**src/rtl/cmd_sender.sv**
```systemverilog
// Sends each 16-bit command as two back-to-back 8N1 UART frames, high byte first.
// Latency: start bit on TX at the edge that accepts snd_cmd; 20*BAUD_DIV clocks per command.
// Backpressure: one-deep pending buffer; a request arriving while it is full is dropped with an overrun pulse.
module cmd_sender #(
    parameter int BAUD_DIV = 2604
) (
    input  logic        clk,
    input  logic        rst,
    input  logic [15:0] cmd,
    input  logic        snd_cmd,
    output logic        TX,
    output logic        busy,
    output logic        buf_full,
    output logic        cmd_sent,
    output logic        overrun
);

    typedef enum logic [1:0] {
        IDLE      = 2'd0,
        HIGH_BYTE = 2'd1,
        LOW_BYTE  = 2'd2
    } state_t;

    localparam logic [11:0] BAUD_LAST = 12'(BAUD_DIV - 1);
    localparam logic [3:0]  BIT_LAST  = 4'd9;

    state_t      state;
    logic [3:0]  bit_cnt;
    logic [11:0] baud_cnt;
    // Frame shifter: {stop, data[7:0], start}; bit 0 is the line level.
    logic [9:0]  shreg;
    logic [7:0]  lo_byte;
    logic [15:0] buf_cmd;
    // Blocks a snd_cmd level that was held through reset from launching on the first edge.
    logic        rst_blank;

    logic        req;
    logic        bit_end;
    logic        frame_end;
    logic        cmd_done;
    logic [15:0] next_word;

    // TX comes straight off the shifter flop so the line never glitches.
    assign TX = shreg[0];

    // Decode request qualification and end-of-bit / end-of-command timing.
    always_comb begin
        req       = snd_cmd & ~rst_blank;
        bit_end   = (baud_cnt == BAUD_LAST);
        frame_end = bit_end && (bit_cnt == BIT_LAST);
        cmd_done  = (state == LOW_BYTE) && frame_end;
        // At the end of a command the buffered word has priority over a fresh request.
        next_word = buf_full ? buf_cmd : cmd;
    end

    // Framing state machine, bit timing, pending buffer and status pulses.
    always_ff @(posedge clk or posedge rst) begin
        if (rst) begin
            state     <= IDLE;
            bit_cnt   <= 4'd0;
            baud_cnt  <= 12'd0;
            shreg     <= '1;
            lo_byte   <= 8'd0;
            buf_cmd   <= 16'd0;
            buf_full  <= 1'b0;
            busy      <= 1'b0;
            cmd_sent  <= 1'b0;
            overrun   <= 1'b0;
            rst_blank <= 1'b1;
        end else begin
            rst_blank <= 1'b0;
            cmd_sent  <= 1'b0;
            overrun   <= 1'b0;

            case (state)
                IDLE: begin
                    if (req) begin
                        state    <= HIGH_BYTE;
                        busy     <= 1'b1;
                        shreg    <= {1'b1, cmd[15:8], 1'b0};
                        lo_byte  <= cmd[7:0];
                        bit_cnt  <= 4'd0;
                        baud_cnt <= 12'd0;
                    end
                end

                HIGH_BYTE, LOW_BYTE: begin
                    if (!bit_end) begin
                        baud_cnt <= baud_cnt + 12'd1;
                    end else begin
                        baud_cnt <= 12'd0;
                        if (bit_cnt != BIT_LAST) begin
                            bit_cnt <= bit_cnt + 4'd1;
                            shreg   <= {1'b1, shreg[9:1]};
                        end else begin
                            bit_cnt <= 4'd0;
                            if (state == HIGH_BYTE) begin
                                // Low-byte start bit follows the high-byte stop bit directly.
                                state <= LOW_BYTE;
                                shreg <= {1'b1, lo_byte, 1'b0};
                            end else begin
                                cmd_sent <= 1'b1;
                                if (buf_full || req) begin
                                    state   <= HIGH_BYTE;
                                    shreg   <= {1'b1, next_word[15:8], 1'b0};
                                    lo_byte <= next_word[7:0];
                                end else begin
                                    state <= IDLE;
                                    busy  <= 1'b0;
                                    shreg <= '1;
                                end
                            end
                        end
                    end

                    // Pending buffer: at the command boundary the buffer drains into the
                    // shifter and may be refilled by a same-cycle request without overrun.
                    if (cmd_done) begin
                        if (buf_full) begin
                            if (req) begin
                                buf_cmd <= cmd;
                            end else begin
                                buf_full <= 1'b0;
                            end
                        end
                    end else if (req) begin
                        if (buf_full) begin
                            overrun <= 1'b1;
                        end else begin
                            buf_cmd  <= cmd;
                            buf_full <= 1'b1;
                        end
                    end
                end

                default: begin
                    state <= IDLE;
                    busy  <= 1'b0;
                    shreg <= '1;
                end
            endcase
        end
    end

endmodule

```
**config.mk**
```make
export PLATFORM = sky130hd
export DESIGN_NAME = cmd_sender
export DESIGN_NICKNAME = d
export VERILOG_FILES = /design/src/rtl/cmd_sender.sv
export SDC_FILE = /design/constraint.sdc
export NUM_CORES = 1
export LEC_CHECK = 0
export CORE_UTILIZATION = 58
export DETAILED_ROUTE_END_ITERATION = 16
export PLACE_DENSITY = 0.9
export SETUP_SLACK_MARGIN = 0.4
export SYNTH_ARGS = -nofsm -noshare
export SYNTH_HDL_FRONTEND = slang
export SYNTH_SLANG_ARGS = --single-unit
export TNS_END_PERCENT = 20
```
**constraint.sdc**
```tcl
create_clock -name clk -period 2.9 [get_ports clk]
set_input_delay 0.29 -clock clk [delete_from_list [all_inputs] [get_ports clk]]
set_output_delay 0.29 -clock clk [all_outputs]
set_load 0.03 [all_outputs]
```
==> Word-level counts from Yosys, hierarchy flattened <==
Cells that the tools add are included.
{ "totals": {"ff_bits": 57, "latch_bits": 0, "ramBits": 0, "romBits": 0, "output_inout_bits": 5, "mem_count": 0} }
{ "classes": {"n_addsub": 2, "n_mul": 0, "div_mod_pow": 0, "n_lt_le_gt_ge": 0, "eq_ne": 12, "shift": 0, "n_mux": 47, "bitwise_logic": 2, "reduce_logical": 15} }
{ "op_table": {"columns": ["operator", "n"], "rows": [
  ["$mux 16", 5],
  ["$mux 8", 5],
  ["$mux 9", 3],
  ["$mux 12", 2],
  ["$pmux 12 s2", 1],
  ["$mux 10", 2],
  ["$pmux 10 s2", 1],
  ["$mux 1", 17],
  ["$pmux 8 s2", 1],
  ["$ne 2x2->1 const B", 7],
  ["$add 12x1->12 const B", 1],
  ["$eq 12x12->1 const B", 1],
  ["$mux 4", 3],
  ["$reduce_and 3->1", 3],
  ["$mux 2", 4],
  ["$pmux 4 s2", 1],
  ["$reduce_and 2->1", 3],
  ["$reduce_and 6->1", 1],
  ["$reduce_and 5->1", 1],
  ["$add 4x1->4 const B", 1],
  ["$eq 4x4->1 const B", 1],
  ["$ne 4x4->1 const B", 1],
  ["$pmux 2 s2", 1],
  ["$reduce_bool 2->1", 2],
  ["9 further kinds", 10]
]} }

==> Logic depth before layout (Yosys ltp) <==
{ "logic_depth": {"word_depth": 8, "depth_mapped": 8} }

==> Worst setup path after synthesis <==
No wires, ideal clock.
{ "synth_path": {"path_kind": "register to register", "start": "reg baud_cnt[8]", "end": "reg buf_cmd[0]", "setup_time_ns": 0.125, "t_arrival_ns": 2.232, "slack_ns": 0.543, "stages_incl_launch_ff": 6, "n_path_buf": 1, "cell_sequence": "dfrtp_1 -> or3_4 -> nor4_4 -> mux2i_1 -> buf_4 -> mux2_2"} }
{ "synth_between": {"elab_chain_len": 5} }
{ "synth_rtl": {"columns": ["item", "line_no", "rtl"], "rows": [
  ["from (decl)", "29", "logic [11:0] baud_cnt;"],
  ["from (signal assigned)", "89", "baud_cnt <= baud_cnt + 12'd1;"],
  ["$eq 12x12->1 *", "49", "bit_end = (baud_cnt == BAUD_LAST);"],
  ["$logic_and 1x1->1 *", "50", "frame_end = bit_end && (bit_cnt == BIT_LAST);"],
  ["$logic_and 1x1->1 *", "51", "cmd_done = (state == LOW_BYTE) && frame_end;"],
  ["$ne 2x2->1 (no line)", null, null],
  ["$reduce_and 3->1 (no line)", null, null],
  ["to (signal assigned)", "121", "buf_cmd <= cmd;"],
  ["to (signal assigned)", "130", "buf_cmd <= cmd;"],
  ["to (decl)", "33", "logic [15:0] buf_cmd;"]
]} }
Mark *: on every way between the ends. The rest lies on a longest branch, timed or not.
A chain may end at the register's enable or synchronous reset.

==> Worst setup path in the final report <==
{ "layout_path": {"start": "reg baud_cnt[0]", "end": "reg lo_byte[6]"} }
{ "layout_between": {"elab_chain_len": 3} }
{ "layout_rtl": {"columns": ["item", "line_no", "rtl"], "rows": [
  ["$eq 12x12->1", "49", null],
  ["$ne 2x2->1 (no line)", null, null],
  ["$reduce_and 6->1 (no line)", null, null],
  ["to (signal assigned)", "81", "lo_byte <= cmd[7:0];"],
  ["to (signal assigned)", "106", "lo_byte <= next_word[7:0];"],
  ["to (decl)", "32", "logic [7:0] lo_byte;"]
]} }
No other way between the ends.

==> impl_results.md <==
- Wire length of the first global-routing pass: 12,000 microns
- Biggest area contributors in the synthesized netlist: sky130_fd_sc_hd__dfrtp_1 36%, sky130_fd_sc_hd__mux2_2 18%, sky130_fd_sc_hd__dfstp_2 8.3%
- Post-synthesis sequential area ratio: 0.448
- Number of diodes: 0
- Total via count in the routed design: 2,541
- Post-layout util: 0.692
- Residual antenna-violating net count after detailed routing: 0
- Area share of the leading cell type in the synthesized netlist: 0.364
- Combinational share of power: 0.104
- TritonCTS clock tree: built
- Post-route setup TNS: 0 ns
- Synthesized area divided by synthesized cell count: 10.8 sq um
- Static Leak: 0.00152 uW
- Post-synth EDFFs: 0
- Post-DR wirelength/cell: 19.1 microns
- Min Hold Slack: 0.251 ns
- Final count of negative-setup-slack endpoints: 0
- Flip-flop cell with the highest count after synthesis: sky130_fd_sc_hd__dfrtp_1
- Drc violations: 0
- Pre-Repair DR Iteration Count: 5
- Die Footprint: 5750 sq um
- Maximum buffer depth of the clock tree: 2
- Chip Width: 75.8 microns
- Vert. Die Dim: 75.8 microns
- Highest Clock Rate: 428 MHz
- Endpoint arrival time on the critical path: 2.55 ns
- Clock skew after layout: 0.0153 ns
- Slew Limit Fails: 0
- Result of the run: complete, no violations
- Final setup margin: 0.565 ns
- Worst Setup Start Kind: flop
- R2R depth: 5
- Placer Congestion: 0.918
- Number of nets in the finished design: 341
- Critical path fanouts, max: 8
- Worst Max-Slew Pin Slew: 0.686 ns
- Initial Utilization: 0.611
- Reported net switching power: 363 uW
- Number of buffer cells added on primary ports: 23
- Final critical delay including setup and external delays: 2.33 ns
- CTS Root Buffer Type: sky130_fd_sc_hd__clkbuf_8
- Area Overhead vs Synth: 13.2%
- Internal reg-to-reg setup slack: 0.57 ns
- RSZ-0062 raised after global routing: false
- Power per standard cell area: 406 nW/um^2
- Most common library cell in the layout ignoring fill and taps: sky130_fd_sc_hd__mux2_2
- Number of antenna violations at the first check in global routing: 0
- Starting DRC count in detailed routing: 351
- Share of post-route cells with drive strength above 1: 0.282
- Period utilization: 0.805
- Total global routing track utilization: 0.287
- Type of the worst setup path: reg2reg
- Leftover overflow at the end of global routing: 0
- Switching Share: 0.250
- Synth warnings: 0
- Worst slew margin relative to its limit: 0.542
- Total nets after synthesis: 318
- Ys async rst share: 1.00
- Part of the total power dissipated in sequential elements: 0.583
- CTS sink cnt: 56
- Number of rows in the core area: 26
- Placeable core region: 5170 sq um
- Hold Crit Class: in2async
- Count of state elements after synthesis: 56
- PnR Total Power: 1450 uW
- Most frequent cells in the layout: 50 x sky130_fd_sc_hd__mux2_2, 46 x sky130_fd_sc_hd__dfrtp_1, 23 x sky130_fd_sc_hd__clkdlybuf4s50_1
- Final HPWL from detailed placement: 4970 microns
- Fill cell instance count of the final layout: 353
- Distinct cell type count after synthesis: 52
- Aggregate routed wire length: 7360 microns
- Capturing element type of the critical path: flop
- Clk_lat worst skew: 0.33 ns
- Clock group share of total power: 0.312
- Post-synth top area cell: sky130_fd_sc_hd__dfrtp_1
- Depth of the CTS H-tree: 2
- Post-DR vias/cell: 6.58
- Worst reg2reg path endpoint: lo_byte[6]
- Number of global-route vias before repair: 2,439
- Post-synthesis cell area: 3160 sq um
- Synth Instances: 292
- Max-capacitance violation count: 0
- Int Power: 1090 uW
- Top Ports: 24
- Total CTS buffers: 5
- Pin count of the biggest net entering global routing: 23
- Worst vdd rail ir drop: 0.000290 V
- Hold Vio Cnt, Final: 0
- Worst-path clk slew: 0.12 ns
- Req. time, crit path: 3.12 ns
- Reg-to-reg critical path startpoint: baud_cnt[0]
- Worst-case setup slack after placement: 0.535 ns
[per-stage QoR]
| step | cells | instance area (sq um) |
|---|---|---|
| 6_report | 386 | 3580 |
| 5_1_grt | 386 | 3580 |
| 4_1_cts | 386 | 3570 |
| 3_5_place_dp | 378 | 3480 |
| 3_3_place_gp | 378 | 3480 |
| 2_1_floorplan | 292 | 3160 |
[area by class of cell]
type,count,area [sq um],share of cell area
multi-input cells,209,1640,0.458
flip-flops and latches,56,1410,0.395
repair buffers,34,313,0.0874
well taps,70,87.6,0.0245
clock buffers,5,68.8,0.0192
inverters,9,33.8,0.00944
clock inverters,3,21.3,0.00595
[Yosys cell counts (2+ instances only)]
library cell                 n
sky130_fd_sc_hd__nand2_1    14
sky130_fd_sc_hd__a211oi_1   12
sky130_fd_sc_hd__o311ai_0    9
sky130_fd_sc_hd__nand4b_1    3
sky130_fd_sc_hd__clkbuf_1   14
sky130_fd_sc_hd__a2111oi_0   2
sky130_fd_sc_hd__inv_1       7
sky130_fd_sc_hd__xnor2_1     5
sky130_fd_sc_hd__o41ai_1     2
sky130_fd_sc_hd__mux2i_1     4
sky130_fd_sc_hd__ha_1        7
sky130_fd_sc_hd__nor3_1      5
sky130_fd_sc_hd__a21o_1      2
sky130_fd_sc_hd__nand2b_1    2
sky130_fd_sc_hd__buf_2       2
sky130_fd_sc_hd__nand3b_1    3
sky130_fd_sc_hd__dfstp_2    10
sky130_fd_sc_hd__a21oi_1    16
sky130_fd_sc_hd__o21ai_0    11
sky130_fd_sc_hd__clkinv_1    2
sky130_fd_sc_hd__nor2_1     16
sky130_fd_sc_hd__nand3_1    13
sky130_fd_sc_hd__nand4_1     5
sky130_fd_sc_hd__mux2_2     50
sky130_fd_sc_hd__dfrtp_1    46
sky130_fd_sc_hd__o211ai_1    2
sky130_fd_sc_hd__nor2b_1     3
[sequential cells by signal, summed over array words and instances (netlist names)]
register,cells
overrun,1
busy,1
state,2
baud_cnt,12
bit_cnt,4
cmd_sent,1
shreg,9
lo_byte,8
rst_blank,1
buf_cmd,16
buf_full,1
[routing by layer]
metal | global-route usage | wire (microns)
met3 | 0.0648 | 664
met2 | 0.442 | 3500
met4 | 0.111 | 165
met1 | 0.395 | 3020
met5 | 0 | 0
[kinds of logic (layout without fill, tap and decap cells)]
family          count (synthesis)  count (layout)  synth area share
compound gates                 69              69             0.155
simple gates                   73              73             0.129
xor+xnor                        5               5            0.0139
other cells                     1               1           0.00119
flops                          56              56             0.448
fa+ha+maj                       7               7            0.0277
buf+inv                        27              51            0.0345
mux                            54              54             0.191
[power by group through the flow]
stage,sequential [uW],combinational (uW),clock (uW)
final,847,152,454
after CTS,847,152,455
after detailed placement,862,150,0
after floorplan,855,97.5,0
after global routing,852,165,486
after global placement,857,144,0
[repair_timing]
| item | CTS | global route |
|---|---|---|
| hold buffers | 0 | 0 |
| gates resized for setup | 0 | 1 |
| setup endpoints to repair | 0 | 12 |
| buffers inserted | 0 | 0 |
[critical path: stages (launching register included)]
cell                        delay (ns)
sky130_fd_sc_hd__dfrtp_1          0.41
sky130_fd_sc_hd__ha_1             0.23
sky130_fd_sc_hd__nand4bb_1        0.23
sky130_fd_sc_hd__o31ai_2          0.58
sky130_fd_sc_hd__nand4_2          0.39
sky130_fd_sc_hd__mux2_2           0.39
[worst max path at each step]
stage                start         end  slack (ns)  cells past startpoint
2_1_floorplan  baud_cnt[8]  buf_cmd[0]        0.54                      5
3_3_place_gp      state[0]  lo_byte[4]        0.65                      6
3_5_place_dp      state[0]    shreg[5]        0.54                      6
4_1_cts           state[0]    shreg[5]        0.51                      6
5_1_grt        baud_cnt[0]  lo_byte[7]        0.42                      5
6_report       baud_cnt[0]  lo_byte[6]        0.57                      5
Power figures use the tool's default switching activity.
